## src/rtl/spi_dev_cfg_seq_if.sv

```systemverilog
// Bundle of control, table and SPI-master signals used by the config sequencer.
// The master modport is the sequencer's view; slave is the surrounding logic.
interface spi_dev_cfg_seq_if #(
    parameter int unsigned CMD_WIDTH = 24,
    parameter int unsigned RD_WIDTH  = 8,
    parameter int unsigned IDX_WIDTH = 4
);
    logic                 cfg_start;
    logic                 cfg_abort;
    logic [IDX_WIDTH-1:0] tbl_addr;
    logic [CMD_WIDTH-1:0] tbl_data;
    logic                 spi_wr_cmd;
    logic                 spi_rd_cmd;
    logic [CMD_WIDTH-1:0] spi_wr_data;
    logic                 spi_busy;
    logic                 spi_done;
    logic [RD_WIDTH-1:0]  spi_rd_data;
    logic                 cfg_busy;
    logic                 cfg_done;
    logic                 cfg_err;
    logic [2:0]           err_code;
    logic [IDX_WIDTH-1:0] err_idx;

    modport master (
        input  cfg_start, cfg_abort, tbl_data, spi_busy, spi_done, spi_rd_data,
        output tbl_addr, spi_wr_cmd, spi_rd_cmd, spi_wr_data,
               cfg_busy, cfg_done, cfg_err, err_code, err_idx
    );

    modport slave (
        output cfg_start, cfg_abort, tbl_data, spi_busy, spi_done, spi_rd_data,
        input  tbl_addr, spi_wr_cmd, spi_rd_cmd, spi_wr_data,
               cfg_busy, cfg_done, cfg_err, err_code, err_idx
    );
endinterface

```

## src/rtl/spi_dev_cfg_seq.sv

```systemverilog
// Table-driven SPI register configuration sequencer: checks the device ID,
// writes NUM_REGS table words, reads each back, retries and reports errors.
module spi_dev_cfg_seq #(
    parameter int unsigned          CMD_WIDTH      = 24,
    parameter int unsigned          RD_WIDTH       = 8,
    parameter int unsigned          NUM_REGS       = 14,
    parameter int unsigned          IDX_WIDTH      = 4,
    parameter logic [CMD_WIDTH-1:0] ID_CMD         = 24'h808001,
    parameter logic [RD_WIDTH-1:0]  ID_VALUE       = 8'h6A,
    parameter bit                   VERIFY_EN      = 1'b1,
    parameter logic [7:0]           NOVERIFY_ADDR  = 8'hFF,
    parameter int unsigned          TIMEOUT_CYCLES = 65535,
    parameter int unsigned          MAX_RETRY      = 3
) (
    input logic               clk,
    input logic               rst,
    spi_dev_cfg_seq_if.master bus
);
    localparam int unsigned TMR_WIDTH = $clog2(TIMEOUT_CYCLES + 1);
    localparam int unsigned RTY_WIDTH = (MAX_RETRY > 0) ? $clog2(MAX_RETRY + 1) : 1;
    localparam logic [TMR_WIDTH-1:0] TMR_LAST = TMR_WIDTH'(TIMEOUT_CYCLES - 1);
    localparam logic [RTY_WIDTH-1:0] RTY_LAST = RTY_WIDTH'(MAX_RETRY);
    localparam logic [IDX_WIDTH-1:0] IDX_LAST = IDX_WIDTH'(NUM_REGS - 1);

    typedef enum logic [3:0] {
        IDLE, ID_RD, ID_WAIT, FETCH, LAT, WR_ISSUE, WR_WAIT,
        VF_ISSUE, VF_WAIT, NEXT, DONE, ERR
    } state_t;

    state_t               state_q, state_d;
    logic                 start_q;
    logic [IDX_WIDTH-1:0] idx_q;
    logic [RTY_WIDTH-1:0] retry_q;
    logic [TMR_WIDTH-1:0] timer_q;
    logic [CMD_WIDTH-1:0] entry_q;
    logic [2:0]           pend_code_q, pend_code_d;
    logic                 err_q;
    logic [2:0]           err_code_q;
    logic [IDX_WIDTH-1:0] err_idx_q;
    logic                 retry_inc;

    logic start_edge, wait_st, timeout, exhausted, abort_hit, issue, vf_needed, vf_match;

    assign start_edge = bus.cfg_start & ~start_q;
    assign wait_st    = state_q inside {ID_WAIT, WR_WAIT, VF_WAIT};
    assign timeout    = wait_st && !bus.spi_done && (timer_q == TMR_LAST);
    assign exhausted  = (retry_q == RTY_LAST);
    assign abort_hit  = bus.cfg_abort && (state_q != IDLE) && (state_q != ERR);
    assign issue      = (state_q inside {ID_RD, WR_ISSUE, VF_ISSUE}) && !bus.spi_busy && !abort_hit;
    assign vf_needed  = VERIFY_EN && (entry_q[15:8] != NOVERIFY_ADDR);
    assign vf_match   = (bus.spi_rd_data == entry_q[RD_WIDTH-1:0]);

    // State register.
    always_ff @(posedge clk) begin
        if (rst) state_q <= IDLE;
        else     state_q <= state_d;
    end

    // Next-state logic; abort overrides every other decision taken this cycle.
    always_comb begin
        state_d     = state_q;
        retry_inc   = 1'b0;
        pend_code_d = 3'd0;
        unique case (state_q)
            IDLE:    if (start_edge) state_d = ID_RD;
            ID_RD:   if (issue) state_d = ID_WAIT;
            ID_WAIT: begin
                if (bus.spi_done) begin
                    if (bus.spi_rd_data == ID_VALUE) state_d = FETCH;
                    else if (exhausted) begin state_d = ERR; pend_code_d = 3'd1; end
                    else begin state_d = ID_RD; retry_inc = 1'b1; end
                end else if (timeout) begin
                    if (exhausted) begin state_d = ERR; pend_code_d = 3'd2; end
                    else begin state_d = ID_RD; retry_inc = 1'b1; end
                end
            end
            FETCH:    state_d = LAT;
            LAT:      state_d = WR_ISSUE;
            WR_ISSUE: if (issue) state_d = WR_WAIT;
            WR_WAIT: begin
                if (bus.spi_done) state_d = vf_needed ? VF_ISSUE : NEXT;
                else if (timeout) begin
                    if (exhausted) begin state_d = ERR; pend_code_d = 3'd2; end
                    else begin state_d = WR_ISSUE; retry_inc = 1'b1; end
                end
            end
            VF_ISSUE: if (issue) state_d = VF_WAIT;
            VF_WAIT: begin
                if (bus.spi_done) begin
                    if (vf_match) state_d = NEXT;
                    else if (exhausted) begin state_d = ERR; pend_code_d = 3'd3; end
                    else begin state_d = WR_ISSUE; retry_inc = 1'b1; end
                end else if (timeout) begin
                    // A lost readback is retried as a readback, not a rewrite.
                    if (exhausted) begin state_d = ERR; pend_code_d = 3'd2; end
                    else begin state_d = VF_ISSUE; retry_inc = 1'b1; end
                end
            end
            NEXT:    state_d = (idx_q == IDX_LAST) ? DONE : FETCH;
            DONE:    state_d = IDLE;
            ERR:     state_d = IDLE;
            default: state_d = IDLE;
        endcase
        if (abort_hit) begin
            state_d     = ERR;
            pend_code_d = 3'd4;
            retry_inc   = 1'b0;
        end
    end

    // Datapath: start sampling, index, retry counter, timer, entry and error capture.
    always_ff @(posedge clk) begin
        if (rst) begin
            // Sampling start during reset keeps a level held across reset from
            // looking like a fresh edge afterwards.
            start_q     <= bus.cfg_start;
            idx_q       <= '0;
            retry_q     <= '0;
            timer_q     <= '0;
            entry_q     <= '0;
            pend_code_q <= '0;
            err_q       <= 1'b0;
            err_code_q  <= '0;
            err_idx_q   <= '0;
        end else begin
            start_q <= bus.cfg_start;
            if (state_q == IDLE && start_edge) begin
                idx_q      <= '0;
                retry_q    <= '0;
                err_q      <= 1'b0;
                err_code_q <= '0;
                err_idx_q  <= '0;
            end
            if (issue) timer_q <= '0;
            else if (wait_st && timer_q != TMR_LAST) timer_q <= timer_q + 1'b1;
            if (retry_inc) retry_q <= retry_q + 1'b1;
            if (state_q == NEXT) begin
                retry_q <= '0;
                if (idx_q != IDX_LAST) idx_q <= idx_q + 1'b1;
            end
            if (state_q == LAT) entry_q <= bus.tbl_data;
            if (state_d == ERR && state_q != ERR) pend_code_q <= pend_code_d;
            if (state_q == ERR) begin
                err_q      <= 1'b1;
                err_code_q <= pend_code_q;
                err_idx_q  <= idx_q;
            end
        end
    end

    // Outputs: single-cycle requests with their command word, status flags.
    always_comb begin
        bus.spi_wr_cmd  = 1'b0;
        bus.spi_rd_cmd  = 1'b0;
        bus.spi_wr_data = '0;
        if (issue) begin
            unique case (state_q)
                ID_RD: begin
                    bus.spi_rd_cmd  = 1'b1;
                    bus.spi_wr_data = ID_CMD;
                end
                WR_ISSUE: begin
                    bus.spi_wr_cmd  = 1'b1;
                    bus.spi_wr_data = entry_q;
                end
                VF_ISSUE: begin
                    bus.spi_rd_cmd  = 1'b1;
                    bus.spi_wr_data = {1'b1, entry_q[CMD_WIDTH-2:RD_WIDTH], {RD_WIDTH{1'b0}}};
                end
                default: ;
            endcase
        end
        bus.tbl_addr = idx_q;
        bus.cfg_busy = (state_q != IDLE);
        bus.cfg_done = (state_q == DONE) && !abort_hit;
        bus.cfg_err  = err_q;
        bus.err_code = err_code_q;
        bus.err_idx  = err_idx_q;
    end
endmodule
```

## src/flat_wrapper.sv

```systemverilog
// flat-port wrapper written by rule: the top's interface ports become plain ports
module spi_dev_cfg_seq_flat 
#(
    parameter int unsigned          CMD_WIDTH      = 24,
    parameter int unsigned          RD_WIDTH       = 8,
    parameter int unsigned          NUM_REGS       = 14,
    parameter int unsigned          IDX_WIDTH      = 4,
    parameter logic [CMD_WIDTH-1:0] ID_CMD         = 24'h808001,
    parameter logic [RD_WIDTH-1:0]  ID_VALUE       = 8'h6A,
    parameter bit                   VERIFY_EN      = 1'b1,
    parameter logic [7:0]           NOVERIFY_ADDR  = 8'hFF,
    parameter int unsigned          TIMEOUT_CYCLES = 65535,
    parameter int unsigned          MAX_RETRY      = 3
)
  (clk, rst, bus_cfg_start, bus_cfg_abort, bus_tbl_data, bus_spi_busy, bus_spi_done, bus_spi_rd_data, bus_tbl_addr, bus_spi_wr_cmd, bus_spi_rd_cmd, bus_spi_wr_data, bus_cfg_busy, bus_cfg_done, bus_cfg_err, bus_err_code, bus_err_idx);
  spi_dev_cfg_seq_if #(.CMD_WIDTH(CMD_WIDTH), .RD_WIDTH(RD_WIDTH), .IDX_WIDTH(IDX_WIDTH)) bus_i ();
  input logic clk;
  input logic rst;
  input wire logic [$bits(bus_i.cfg_start)-1:0] bus_cfg_start;
  input wire logic [$bits(bus_i.cfg_abort)-1:0] bus_cfg_abort;
  input wire logic [$bits(bus_i.tbl_data)-1:0] bus_tbl_data;
  input wire logic [$bits(bus_i.spi_busy)-1:0] bus_spi_busy;
  input wire logic [$bits(bus_i.spi_done)-1:0] bus_spi_done;
  input wire logic [$bits(bus_i.spi_rd_data)-1:0] bus_spi_rd_data;
  output wire logic [$bits(bus_i.tbl_addr)-1:0] bus_tbl_addr;
  output wire logic [$bits(bus_i.spi_wr_cmd)-1:0] bus_spi_wr_cmd;
  output wire logic [$bits(bus_i.spi_rd_cmd)-1:0] bus_spi_rd_cmd;
  output wire logic [$bits(bus_i.spi_wr_data)-1:0] bus_spi_wr_data;
  output wire logic [$bits(bus_i.cfg_busy)-1:0] bus_cfg_busy;
  output wire logic [$bits(bus_i.cfg_done)-1:0] bus_cfg_done;
  output wire logic [$bits(bus_i.cfg_err)-1:0] bus_cfg_err;
  output wire logic [$bits(bus_i.err_code)-1:0] bus_err_code;
  output wire logic [$bits(bus_i.err_idx)-1:0] bus_err_idx;
  assign bus_i.cfg_start = bus_cfg_start;
  assign bus_i.cfg_abort = bus_cfg_abort;
  assign bus_i.tbl_data = bus_tbl_data;
  assign bus_i.spi_busy = bus_spi_busy;
  assign bus_i.spi_done = bus_spi_done;
  assign bus_i.spi_rd_data = bus_spi_rd_data;
  assign bus_tbl_addr = bus_i.tbl_addr;
  assign bus_spi_wr_cmd = bus_i.spi_wr_cmd;
  assign bus_spi_rd_cmd = bus_i.spi_rd_cmd;
  assign bus_spi_wr_data = bus_i.spi_wr_data;
  assign bus_cfg_busy = bus_i.cfg_busy;
  assign bus_cfg_done = bus_i.cfg_done;
  assign bus_cfg_err = bus_i.cfg_err;
  assign bus_err_code = bus_i.err_code;
  assign bus_err_idx = bus_i.err_idx;
  spi_dev_cfg_seq #(.CMD_WIDTH(CMD_WIDTH), .RD_WIDTH(RD_WIDTH), .NUM_REGS(NUM_REGS), .IDX_WIDTH(IDX_WIDTH), .ID_CMD(ID_CMD), .ID_VALUE(ID_VALUE), .VERIFY_EN(VERIFY_EN), .NOVERIFY_ADDR(NOVERIFY_ADDR), .TIMEOUT_CYCLES(TIMEOUT_CYCLES), .MAX_RETRY(MAX_RETRY)) u_core (.clk(clk), .rst(rst), .bus(bus_i));
endmodule
```

## config.mk

```make
export PLATFORM = sky130hd
export DESIGN_NAME = spi_dev_cfg_seq_flat
export DESIGN_NICKNAME = d
export VERILOG_FILES = /design/src/rtl/spi_dev_cfg_seq_if.sv /design/src/rtl/spi_dev_cfg_seq.sv /design/src/flat_wrapper.sv
export SDC_FILE = /design/constraint.sdc
export NUM_CORES = 1
export LEC_CHECK = 0
export BUFFER_PORTS_ARGS = -buffer_cell sky130_fd_sc_hd__buf_2
export CAP_MARGIN = 0
export CORE_UTILIZATION = 54
export DETAILED_ROUTE_END_ITERATION = 7
export PLACE_DENSITY = 0.78
export SETUP_SLACK_MARGIN = 0.2
export SYNTH_ARGS = -nofsm -noshare
export SYNTH_HDL_FRONTEND = slang
export SYNTH_SLANG_ARGS = --single-unit
```

## constraint.sdc

```tcl
create_clock -name clk -period 2.8 [get_ports clk]
set_clock_uncertainty 0.05 [all_clocks]
set_input_delay 0.7 -clock clk [delete_from_list [all_inputs] [get_ports clk]]
set_output_delay 0.7 -clock clk [all_outputs]
set_load 0.05 [all_outputs]
```

==> out/qor.txt <==
Status: completed
Post-Syn Area: 3354 µm²
CP Max Fanout: 7
Met2 wire len: 4051 µm
CTS tree: yes
Final Max Slew Viols: 0
Non-Filler Instances: 587
Detailed Route WL: 8225 µm
Die Width: 80.82 µm
Initial Utilization: 56.32%
Critical Path AT: 1.81 ns
Vias in the first global route: 3,025
Clock net sink count: 62
Avg Cell Area, Syn: 7.856 µm²
Fraction of layout instances using a drive strength above 1: 28.32%
Number of synthesized flops with an enable pin: 0
Die H: 80.82 µm
Gr usage total: 26.47%
Period minus WS final: 2.563 ns
Nets: 551
Fin. Hold Viols: 0
Full die area: 6531 µm²
Area Growth Syn to Fin: 25.40%
Remaining DRCs: 0
Remaining Overflow, GRT: 0
Via density: 5.589
Fillers: 505
Syn nets: 470
Fin Hold WS: 0.4041 ns
WS Path Type: in2out
# diodes: 0
Iter 0 DRT Violations: 272
Worst Tran Pin Value: 0.9234 ns
First-pass GRT wire length: 13,390 µm
CP startpoint kind: input pin
CP Capture Type: output pin
Post-synth top flop: dfxtp_1
Setup WS pre-CTS: 0.1192 ns
Routed wire per std cell: 14.01 µm
Setup TNS: 0 ns
CTS buffer count: 9
Ys async rst share: 0%
Gpl congestion: 0.9332
H-tree depth: 3
PwrDens: 676.6 nW/µm²
Post-route ant nets: 0
Fmax: 390.1 MHz
Top routing layer in use: met4
First-pass DRT Iterations: 4
Hold Path Depth: 2
Vias: 3,281
Final period utilization: 91.55%
Cell depth of the worst flop-to-flop path: 6
Ports: 78
HPWL Detailed: 5904 µm
Clk_lat worst skew: 0.34 ns
Clk slew on worst S/H paths: 0.07 ns
Pin count of the biggest net entering global routing: 29
M1 WL: 3653 µm
Synth Register Bits: 62
Yosys top cell by area: dfxtp_1
Placed insts: 571
Critical Path RT: 2.05 ns
Library cells used by synthesis: 59
Final worst setup slack: 0.2367 ns
Post-synth top area share: 37.00%
Gate Count Post-Synth: 427
Met3 Wirelength: 411 µm
Clock root buffer: clkbuf_8
Setup violators final: 0
Port Buffers: 77
Tot Pwr: 2846 µW
Core Area: 5956 µm²
Synth warn: 0
Worst VDD drop: 0.6342 mV
Clock tree buffer depth: 2
Row cnt: 28
Initial antenna violation count: 0
Hold Path Class: reg2reg
Slew margin rel.: 38.27%
Ranking of synthesized cells by area: dfxtp_1 37%, nand2_1 7.5%, a21oi_1 5.8%, nor2_1 5.3%, and2_1 4.8%
Leakage: 0.001693 µW
Sequential-to-total area share from yosys stat: 37.00%
Max-Cap Viols: 0
RSZ-0062 raised after global routing: yes
[what timing repair did]
item                                    in CTS  in global routing
setup buffers                                1                  0
hold buffers                                 0                  0
endpoints found under the setup margin      26                 23
gates resized for setup                      6                 27
pin swaps                                    1                  1
[worst max-delay path, cell delays in order]
cell and delay, ns:
buf_2 0.15, nor2_4 0.15, nand2_4 0.10, or3_4 0.40
a21oi_2 0.14, buf_6 0.17
[worst paths after layout]
check                          start             endpoint  slack [ns]
hold / removal    u_core.entry_q[16]   u_core.entry_q[16]        0.40
setup / recovery       bus_cfg_abort  bus_spi_wr_data[15]        0.24
setup reg to reg   u_core.state_q[2]    u_core.state_q[1]        0.35
hold reg to reg   u_core.entry_q[16]   u_core.entry_q[16]        0.40
[registers in the layout, indices dropped and copies added (netlist names)]
signal / count
u_core.pend_code_q: 3
u_core.bus.cfg_err: 1
u_core.start_q: 1
u_core.bus.err_idx: 4
u_core.timer_q: 16
u_core.retry_q: 2
u_core.bus.err_code: 3
u_core.state_q: 4
u_core.entry_q: 24
u_core.bus.tbl_addr: 4
[Yosys cell counts, types with 2 or more instances]
cell       number
a21o_1          3
nor4_1          8
nand2b_1        2
or4_1           3
inv_1          11
a21oi_1        39
clkbuf_1       17
o21ai_0         9
nor2_1         47
mux2i_1         5
nor2b_1         4
and2_1         26
buf_2           7
nand2_1        67
nand4_1         8
ha_1            5
nand3_1        12
a22oi_1         7
dfxtp_1        62
a311oi_1        2
xor2_1         16
a2111oi_0       3
nor3_1          9
a311o_1         3
or3_1           5
and4bb_2        2
and3_1          4
a211oi_1        4
xnor2_1         6
nor3b_2         2
[layer usage]
metal  vias up  global-route usage (%)
li1       1656                       -
met1      1522                   33.75
met2        88                   44.12
met3        15                   5.843
met4         0                   8.750
met5         -                       0
[final cells by class]
| class | count | area (µm²) | area share, % |
|---|---|---|---|
| clock inverters | 4 | 47.55 | 1.130 |
| clock buffers | 11 | 141.4 | 3.361 |
| multi-input cells | 330 | 2057 | 48.90 |
| flip-flops and latches | 62 | 1251 | 29.74 |
| well taps | 75 | 93.84 | 2.231 |
| repair buffers | 94 | 574.3 | 13.65 |
| inverters | 11 | 41.29 | 0.9816 |
[power breakdown]
group	internal [µW]	total, µW	switching, µW	leakage (µW)
clock	428	773	346	0.0000952
combinational	369	963	594	0.00109
sequential	977	1110	133	0.000503
total	1770	2850	1070	0.00169
[cells by family (layout without fill, tap and decap cells)]
| group | Yosys count | count (layout) | share of synthesized area, % |
|---|---|---|---|
| multiplexers | 6 | 6 | 1.828 |
| buffers and inverters | 35 | 120 | 4.177 |
| flip-flops | 62 | 62 | 37.00 |
| XOR/XNOR | 22 | 22 | 5.744 |
| AND/OR/NAND/NOR | 210 | 210 | 32.08 |
| AO/OA/AOI/OAI | 87 | 87 | 17.31 |
| adder cells (fa/ha/maj) | 5 | 5 | 1.865 |
[cells in the final DEF (no fill, tap or decap), types with 4 or more instances in the layout]
master and n:
and2_4 5, nor2_1 46, xor2_1 16, clkbuf_8 10
and2_1 19, o21ai_0 9, buf_2 59, ha_1 5
clkbuf_4 9, inv_1 11, mux2i_1 5, nor2b_1 4
or3_1 4, xnor2_1 6, a21oi_1 38, nand3_1 12
and3_1 4, nor4_1 7, a211oi_1 4, buf_4 24
nor3_1 7, a22oi_1 7, dfxtp_1 58, nand4_1 8
nand2_1 66
[per-stage QoR]
stage	utilization, %	instance area (µm²)
after floorplan	-	3430
after global placement	66.05	3934
after detailed placement	66.05	3934
after CTS	69.73	4153
after global routing	70.63	4207
final	70.63	4207
(Power assumes the default switching activity.)
